<file path="config.mk">
export PLATFORM = sky130hd
export DESIGN_NAME = single_to_unsigned_int
export DESIGN_NICKNAME = d
export VERILOG_FILES = /design/src/rtl/single_to_unsigned_int.sv
export SDC_FILE = /design/constraint.sdc
export NUM_CORES = 1
export LEC_CHECK = 0
export ABC_AREA = 1
export BUFFER_PORTS_ARGS = -buffer_cell sky130_fd_sc_hd__buf_2
export CORE_MARGIN = 5
export CORE_UTILIZATION = 52
export DETAILED_ROUTE_END_ITERATION = 7
export PLACE_DENSITY = 0.7
export SETUP_SLACK_MARGIN = 0.1
export SYNTH_ARGS = -nofsm -noshare
export SYNTH_HDL_FRONTEND = slang
export SYNTH_SLANG_ARGS = --single-unit
</file>
<file path="constraint.sdc">
create_clock -name clk -period 1.7 [get_ports clk]
set_input_delay 0.17 -clock clk [delete_from_list [all_inputs] [get_ports clk]]
set_output_delay 0.17 -clock clk [all_outputs]
set_load 0.1 [all_outputs]
</file>
<file path="src/rtl/single_to_unsigned_int.sv">
// IEEE-754 single-precision to 32-bit unsigned integer converter. It uses a strobe/ack
// stream interface, truncates toward zero, saturates out-of-range values and aligns with a serial shifter.
module single_to_unsigned_int #(
  parameter logic [31:0] NAN_RESULT = 32'h0000_0000
) (
  input  logic        clk,
  input  logic        rst,
  input  logic [31:0] input_a,
  input  logic        input_a_stb,
  output logic        input_a_ack,
  output logic [31:0] output_z,
  output logic        output_z_stb,
  input  logic        output_z_ack
);

  localparam int unsigned DATA_W = 32;
  localparam int unsigned EXP_W  = 10;
  localparam int unsigned CNT_W  = 5;

  typedef enum logic [2:0] {
    GET_A   = 3'd0,
    UNPACK  = 3'd1,
    SPECIAL = 3'd2,
    CONVERT = 3'd3,
    PUT_Z   = 3'd4
  } state_t;

  state_t                     state, state_nxt;
  logic        [DATA_W-1:0]   a_reg, a_nxt;
  logic                       s_reg, s_nxt;
  logic signed [EXP_W-1:0]    e_reg, e_nxt;
  logic        [DATA_W-1:0]   m_reg, m_nxt;
  logic        [DATA_W-1:0]   z_reg, z_nxt;
  logic        [CNT_W-1:0]    cnt, cnt_nxt;
  logic                       ack_q, ack_nxt;
  logic                       stb_q, stb_nxt;
  logic        [DATA_W-1:0]   out_q, out_nxt;

  logic                       accept_c;
  logic                       release_c;
  logic                       exp_max_c;
  logic                       frac_nz_c;

  assign input_a_ack  = ack_q;
  assign output_z_stb = stb_q;
  assign output_z     = out_q;

  assign accept_c  = input_a_stb && ack_q;
  assign release_c = stb_q && output_z_ack;
  assign exp_max_c = (a_reg[30:23] == 8'hFF);
  assign frac_nz_c = (a_reg[22:0] != 23'd0);

  // State register and datapath registers
  always_ff @(posedge clk) begin
    if (rst) begin
      state <= GET_A;
      a_reg <= '0;
      s_reg <= 1'b0;
      e_reg <= '0;
      m_reg <= '0;
      z_reg <= '0;
      cnt   <= '0;
      ack_q <= 1'b0;
      stb_q <= 1'b0;
      out_q <= '0;
    end else begin
      state <= state_nxt;
      a_reg <= a_nxt;
      s_reg <= s_nxt;
      e_reg <= e_nxt;
      m_reg <= m_nxt;
      z_reg <= z_nxt;
      cnt   <= cnt_nxt;
      ack_q <= ack_nxt;
      stb_q <= stb_nxt;
      out_q <= out_nxt;
    end
  end

  // Next-state and next-register logic
  always_comb begin
    state_nxt = state;
    a_nxt     = a_reg;
    s_nxt     = s_reg;
    e_nxt     = e_reg;
    m_nxt     = m_reg;
    z_nxt     = z_reg;
    cnt_nxt   = cnt;
    out_nxt   = out_q;

    case (state)
      GET_A: begin
        if (accept_c) begin
          a_nxt     = input_a;
          state_nxt = UNPACK;
        end
      end

      UNPACK: begin
        s_nxt     = a_reg[31];
        e_nxt     = $signed(EXP_W'({2'b00, a_reg[30:23]}) - EXP_W'(127));
        m_nxt     = {1'b1, a_reg[22:0], 8'h00};
        state_nxt = SPECIAL;
      end

      SPECIAL: begin
        state_nxt = PUT_Z;
        if (exp_max_c && frac_nz_c) begin
          out_nxt = NAN_RESULT;
        end else if (s_reg) begin
          out_nxt = '0;
        end else if (exp_max_c || (e_reg >= 10'sd32)) begin
          out_nxt = '1;
        end else if (e_reg < 10'sd0) begin
          out_nxt = '0;
        end else begin
          z_nxt     = m_reg;
          cnt_nxt   = CNT_W'(31) - e_reg[CNT_W-1:0];
          state_nxt = CONVERT;
        end
      end

      // One bit per cycle; bits shifted out are dropped (truncation)
      CONVERT: begin
        if (cnt == '0) begin
          out_nxt   = z_reg;
          state_nxt = PUT_Z;
        end else begin
          z_nxt   = z_reg >> 1;
          cnt_nxt = cnt - CNT_W'(1);
        end
      end

      PUT_Z: begin
        if (release_c) begin
          state_nxt = GET_A;
        end
      end

      default: state_nxt = GET_A;
    endcase

    // Handshake flags lag their state by a cycle, so ack and stb never overlap
    ack_nxt = (state == GET_A) && (state_nxt == GET_A);
    stb_nxt = (state == PUT_Z) && (state_nxt == PUT_Z);
  end

endmodule

</file>
Word level (Yosys, flattened, before mapping)
Cells that the tools add are included.

storage, ports and cells
  output and inout port bits = 34
  logic and storage cells = 68
  input bits = 36
  bits in registers = 141

operators by class
  equality and inequality tests = 13
  magnitude comparators = 2
  reduce and logical (&&, ||, !) cells = 14
  add/sub/neg operators = 3
  mux-type cells = 26

operators with widths
  cell                                                                                   number
  32-bit two-way mux                                                                     10
  32-bit one-hot mux with 2 select lines                                                 2
  5-bit two-way mux                                                                      5
  23-bit nonzero test                                                                    1
  3-bit two-way mux                                                                      7
  3-bit one-hot mux with 5 select lines                                                  1
  2-bit inequality test (second input constant)                                          6
  10-bit by 7-bit greater-or-equal comparator with 1-bit output (second input constant)  1
  10-bit by 1-bit < comparator with 1-bit output (second input constant)                 1
  5-bit one-hot mux with 2 select lines                                                  1
  8-bit by 7-bit subtractor with 9-bit output (second input constant)                    1
  8-bit equality test (second input constant)                                            1
  3-bit by 2-bit equality test with 1-bit output (second input constant)                 2
  3-bit equality test (second input constant)                                            2
  3-bit zero test                                                                        2
  6-bit AND reduction                                                                    1
  1-bit logical AND                                                                      5
  5-bit zero test                                                                        1
  5-bit inequality test (second input constant)                                          1
  5-bit by 1-bit subtractor with 5-bit output (second input constant)                    1
  5-bit subtractor (first input constant)                                                1
  3-bit by 1-bit equality test with 1-bit output (second input constant)                 1
  3-bit AND reduction                                                                    1
  2-bit AND reduction                                                                    1
  2 further kinds                                                                        2

Depth between registers and ports, before layout
  word-level depth = 8
  depth in mapped cells = 12

Worst setup path after synthesis
OpenSTA, ideal clock, no wires.

  kind = reg-to-reg
  start = register ack_q, in the netlist input_a_ack
  end = register a_reg[11]
  cell stages (with the launch flop) = 6
  data arrival time = 1.788 ns
  path slack = -0.158 ns
  library setup time = 0.071 ns
  period minus slack after synthesis = 1.858 ns
  path buffers = 1
  data required time = 1.629 ns
  cells stage by stage = dfxtp_1 nand3_1 inv_1 buf_2 nand2_1 a21oi_1

between the ends
  word-level cells in the longest chain between the ends = 2

ends and longest elaborated chain
  element                               RTL line  source
  start: declaration                    35        logic ack_q, ack_nxt;
  start signal: assignment              74        ack_q <= ack_nxt;
  1-bit logical AND                     48        assign accept_c = input_a_stb && ack_q;
  2-bit AND reduction (no source line)  n/a
  end signal: assignment                68        a_reg <= a_nxt;
  end: declaration                      29        logic [DATA_W-1:0] a_reg, a_nxt;

No other way between the ends.
A chain may end at the register's enable or synchronous reset.

Worst setup path in the final report
  start = register a_reg[24]
  end = register out_q[30], in the netlist output_z[30]

between the ends
  word-level cells in the longest chain between the ends = 6
  elaborated cells between the ends (all ways) = 9
  those cells by class = eq/ne (2); mux (4); reduce/logical (3)

ends and longest elaborated chain
  element                                 RTL line  source
  8-bit equality test *                   50        assign exp_max_c = (a_reg[30:23] == 8'hFF);
  1-bit logical OR                        112       end else if (exp_max_c || (e_reg >= 10'sd32)) begin
  32-bit two-way mux                      112
  32-bit two-way mux                      110       end else if (s_reg) begin
  32-bit two-way mux                      108       if (exp_max_c && frac_nz_c) begin
  32-bit one-hot mux with 2 select lines  91        case (state)
  end signal: assignment                  76        out_q <= out_nxt;
  end: declaration                        37        logic [DATA_W-1:0] out_q, out_nxt;

Every way passes the cells marked *; elsewhere a longest branch is shown, timed or not.

==> metrics.md <==
| Metric | Value |
|---|---|
| Final Net Count | `1086` |
| Vias in the first global route | `5156` |
| TritonCTS clock tree | `done` |
| Skew final | `0.00494 ns` |
| Final period util | `0.995` |
| Seq/Total Area, Yosys | `0.442` |
| Avg Inst Size Synth | `6.75 um^2` |
| DRC viols | `0` |
| Critical path, cell by cell | `ha_4 -> nand2_4 -> nor2_4 -> nand2_2 -> nand4_4 -> buf_12 -> nand2_8 -> clkbuf_16 -> nand3_1 -> nand2_1 -> inv_1 -> nand2_1 -> inv_1` |
| Fin Setup TNS | `0 ns` |
| Mapped Cells | `939` |
| Highest-delay cell along the critical path | `dfxtp_2` |
| Vias/cell | `4.96` |
| Root buf cell | `clkbuf_16` |
| Worst reg-to-reg path cell count | `13` |
| GRT overflow | `0` |
| Fraction of layout cells with a size suffix above 1 | `0.230` |
| Crit-path max FO | `14` |
| Pleak | `0.00437 uW` |
| P_int | `8750 uW` |
| Hold Crit Class | `in -> reg` |
| Max cap viols | `0` |
| Flop pwr share | `0.315` |
| Post-DRT Antenna Nets | `0` |
| First-pass GRT wire length | `24400 um` |
| Outcome | `complete, no violations` |
| Initial Util | `0.530` |
| FF-to-FF Start | `a_reg[24]` |
| Placer Congestion | `0.748` |
| Yosys Warn Count | `0` |
| Via count | `5991` |
| Largest family of logic cells by synthesized area | `simple AND/OR/NAND/NOR gates` |
| GRT Total Usage | `0.206` |
| Setup repair after global routing missed its margin | `yes` |
| Slew margin rel. | `0.673` |
| Crit Path Class | `reg -> reg` |
| Worst-margin pin slew | `0.494 ns` |
| Crit-path max cell delay | `0.33 ns` |
| Starting DRT DRC Count | `393` |
| Die Ht | `120 um` |
| WHS Path Cells | `3` |
| Worst vdd ir | `1.11 mV` |
| Total power per unit cell area | `1540 mW/mm^2` |
| Clk_lat worst skew | `0.42 ns` |
| Min cycle time layout | `1.69 ns` |
| Final setup fails | `0` |
| Mux share of post-synthesis cell area | `0` |
| Initial antenna violation count | `0` |
| WP data arrival | `2.01 ns` |
| Area grow syn2layout | `37.1%` |
| Mapped Area | `0.00634 mm^2` |
| Synth cell types | `26` |
| Final Max Tran Viols | `0` |
| Clk slew on worst S/H paths | `0.06 ns` |
| Drt total wl | `16700 um` |
| Worst EP required | `2.02 ns` |
| Compound-Gate Fraction of Synth Area | `0.119` |
| DPL Wire Length | `8770 um` |
| Ports | `70` |
| Final hold violation count | `0` |
| Synth Area in Adders | `0.00395` |
| Crit end category | `flop` |
| Switching Share | `0.347` |
| Cell row count | `40` |
| H-tree depth | `4` |
| Gate power share | `0.352` |
| Psw | `4660 uW` |
| Wire per inst | `13.8 um` |
| Pin count of the biggest net entering global routing | `103` |
| Clock network power share | `0.333` |
| Worst flop-to-flop path endpoint | `output_z[30]` |
| R2r setup slk | `0.009 ns` |
| Sink Count | `140` |
| Longest Clk Path Bufs | `2` |
| Startpoint Class | `flop` |
| Overall power | `13400 uW` |
| DR pass1 iterations | `5` |
| Worst Hold Launch | `input_a[15]` |
| CTS Buf Count | `17` |
| Core area | `0.0120 mm^2` |
| Worst Hold Endpoint | `a_reg[15]` |
| Synth Area in XOR/XNOR | `0.00553` |
| Mapped Nets | `977` |
| Yosys reg bits | `140` |
| Die width | `120 um` |
| Die ar. | `0.0145 mm^2` |
| IO buf count | `69` |
| FMAX | `0.591 GHz` |
| Synth Area in Simple Gates | `0.276` |
| Antenna Cells | `0` |
[through the flow]
stage / worst slack, ns / hold slack (ns) / utilization / area [um^2] / std cells
finish: 0.00865 / 0.0104 / 0.726 / 8690 / 1207
global route: -0.0451 / 0.0257 / 0.726 / 8690 / 1207
CTS: 0.0783 / 0.000986 / 0.670 / 8020 / 1188
detailed placement: 0.0223 / 0.424 / 0.577 / 6910 / 1127
global placement: 0.0738 / 0.421 / 0.577 / 6910 / 1127
floorplan: 0.174 / 0.314 / - / 6340 / 939
[critical path, delay by kind of cell (launching register included)]
family,cells,cell delay [ns]
simple gates,8,0.65
buf+inv,4,0.43
flops,1,0.33
fa+ha+maj,1,0.17
[repair_timing]
| item | in CTS | in global routing |
|---|---|---|
| pin swaps | 5 | 22 |
| cloned | 4 | 13 |
| endpoints found under the setup margin | 55 | 72 |
| hold endpoints to repair | 18 | 0 |
| hold buffers | 18 | 0 |
| setup buffers | 8 | 6 |
| gates resized for setup | 19 | 87 |
[how the worst max path moves through the flow]
stage	from	end	slack [ns]
2_1_floorplan	a_reg[23]	output_z[0]	0.17
3_3_place_gp	a_reg[23]	output_z[25]	0.07
3_5_place_dp	a_reg[23]	output_z[24]	0.02
4_1_cts	a_reg[24]	output_z[24]	0.08
5_1_grt	a_reg[24]	output_z[30]	-0.05
6_report	a_reg[24]	output_z[30]	0.009
[final cells by class]
class | instances | area [um^2]
Fill cell | 903 | 3270
Clock buffer | 19 | 443
Timing Repair Buffer | 143 | 1420
Tap cell | 147 | 184
Inverter | 179 | 672
Sequential cell | 140 | 2810
Multi-Input combinational cell | 567 | 2890
Clock inverter | 12 | 267
[power groups by stage]
| stage | Sequential [uW] | Clock (uW) | Combinational (uW) |
|---|---|---|---|
| 6_report | 4220 | 4470 | 4720 |
| 5_1_grt | 4290 | 4660 | 5140 |
| 4_1_cts | 4200 | 4510 | 3930 |
| 3_5_place_dp | 4250 | 0 | 3560 |
| 3_3_place_gp | 4240 | 0 | 3530 |
| 2_1_floorplan | 5020 | 0 | 2030 |
[synth_stat cells]
cell / count / area share
o21ai_0: 72 / 0.057
buf_2: 11 / 0.0087
inv_2: 3 / 0.0018
nand3b_1: 7 / 0.0083
xnor2_1: 1 / 0.0014
ha_1: 2 / 0.0039
a211oi_1: 1 / 0.0012
xor2_1: 3 / 0.0041
clkbuf_1: 26 / 0.015
nand4_4: 1 / 0.0034
nor2_4: 3 / 0.0053
nor2_8: 1 / 0.0032
nand2_1: 234 / 0.14
inv_1: 176 / 0.10
nand2_4: 1 / 0.0018
buf_4: 3 / 0.0036
nand3_1: 78 / 0.062
a21oi_1: 73 / 0.058
a31oi_1: 1 / 0.00099
nor2_1: 84 / 0.050
nand2_2: 2 / 0.0020
buf_6: 10 / 0.018
o211ai_1: 2 / 0.0024
buf_1: 3 / 0.0018
nand4_2: 1 / 0.0020
dfxtp_1: 140 / 0.44
[placed cells by master (no fill, tap or decap), types with 2 or more instances in the layout]
master / Yosys / layout
o21ai_0: 72 / 71
nor2_2: 0 / 15
ha_4: 0 / 2
nand2_1: 234 / 207
inv_2: 3 / 5
nor2_1: 84 / 67
nand3b_1: 7 / 7
clkbuf_16: 0 / 29
clkinv_2: 0 / 2
buf_2: 11 / 69
nor2_4: 3 / 5
dfxtp_2: 0 / 4
nand3_1: 78 / 58
bufinv_16: 0 / 8
dlygate4sd3_1: 0 / 18
buf_16: 0 / 3
dfxtp_1: 140 / 136
o211ai_1: 2 / 2
buf_6: 10 / 8
xor2_1: 3 / 3
buf_8: 0 / 2
inv_1: 176 / 174
buf_4: 3 / 18
nand2_2: 2 / 22
nand2_4: 1 / 7
buf_12: 0 / 13
nand3_2: 0 / 18
a21oi_1: 73 / 68
a21oi_2: 0 / 4
nand3_4: 0 / 2
[routing by layer]
layer,vias to the layer above,track usage,wire [um]
li1,3095,-,-
met1,2653,0.286,7470
met2,207,0.312,7770
met3,36,0.0468,1030
met4,0,0.0793,431
met5,-,0,0
[cell families after synthesis]
| kind of cell | after synthesis |
|---|---|
| AOI/OAI and AO/OA | 149 |
| xor gates and xnor gates | 4 |
| adders and majority gates | 2 |
| buffers and inverters | 232 |
| DFF | 140 |
| and+or+nand+nor | 412 |
Power figures use the tool's default switching activity.
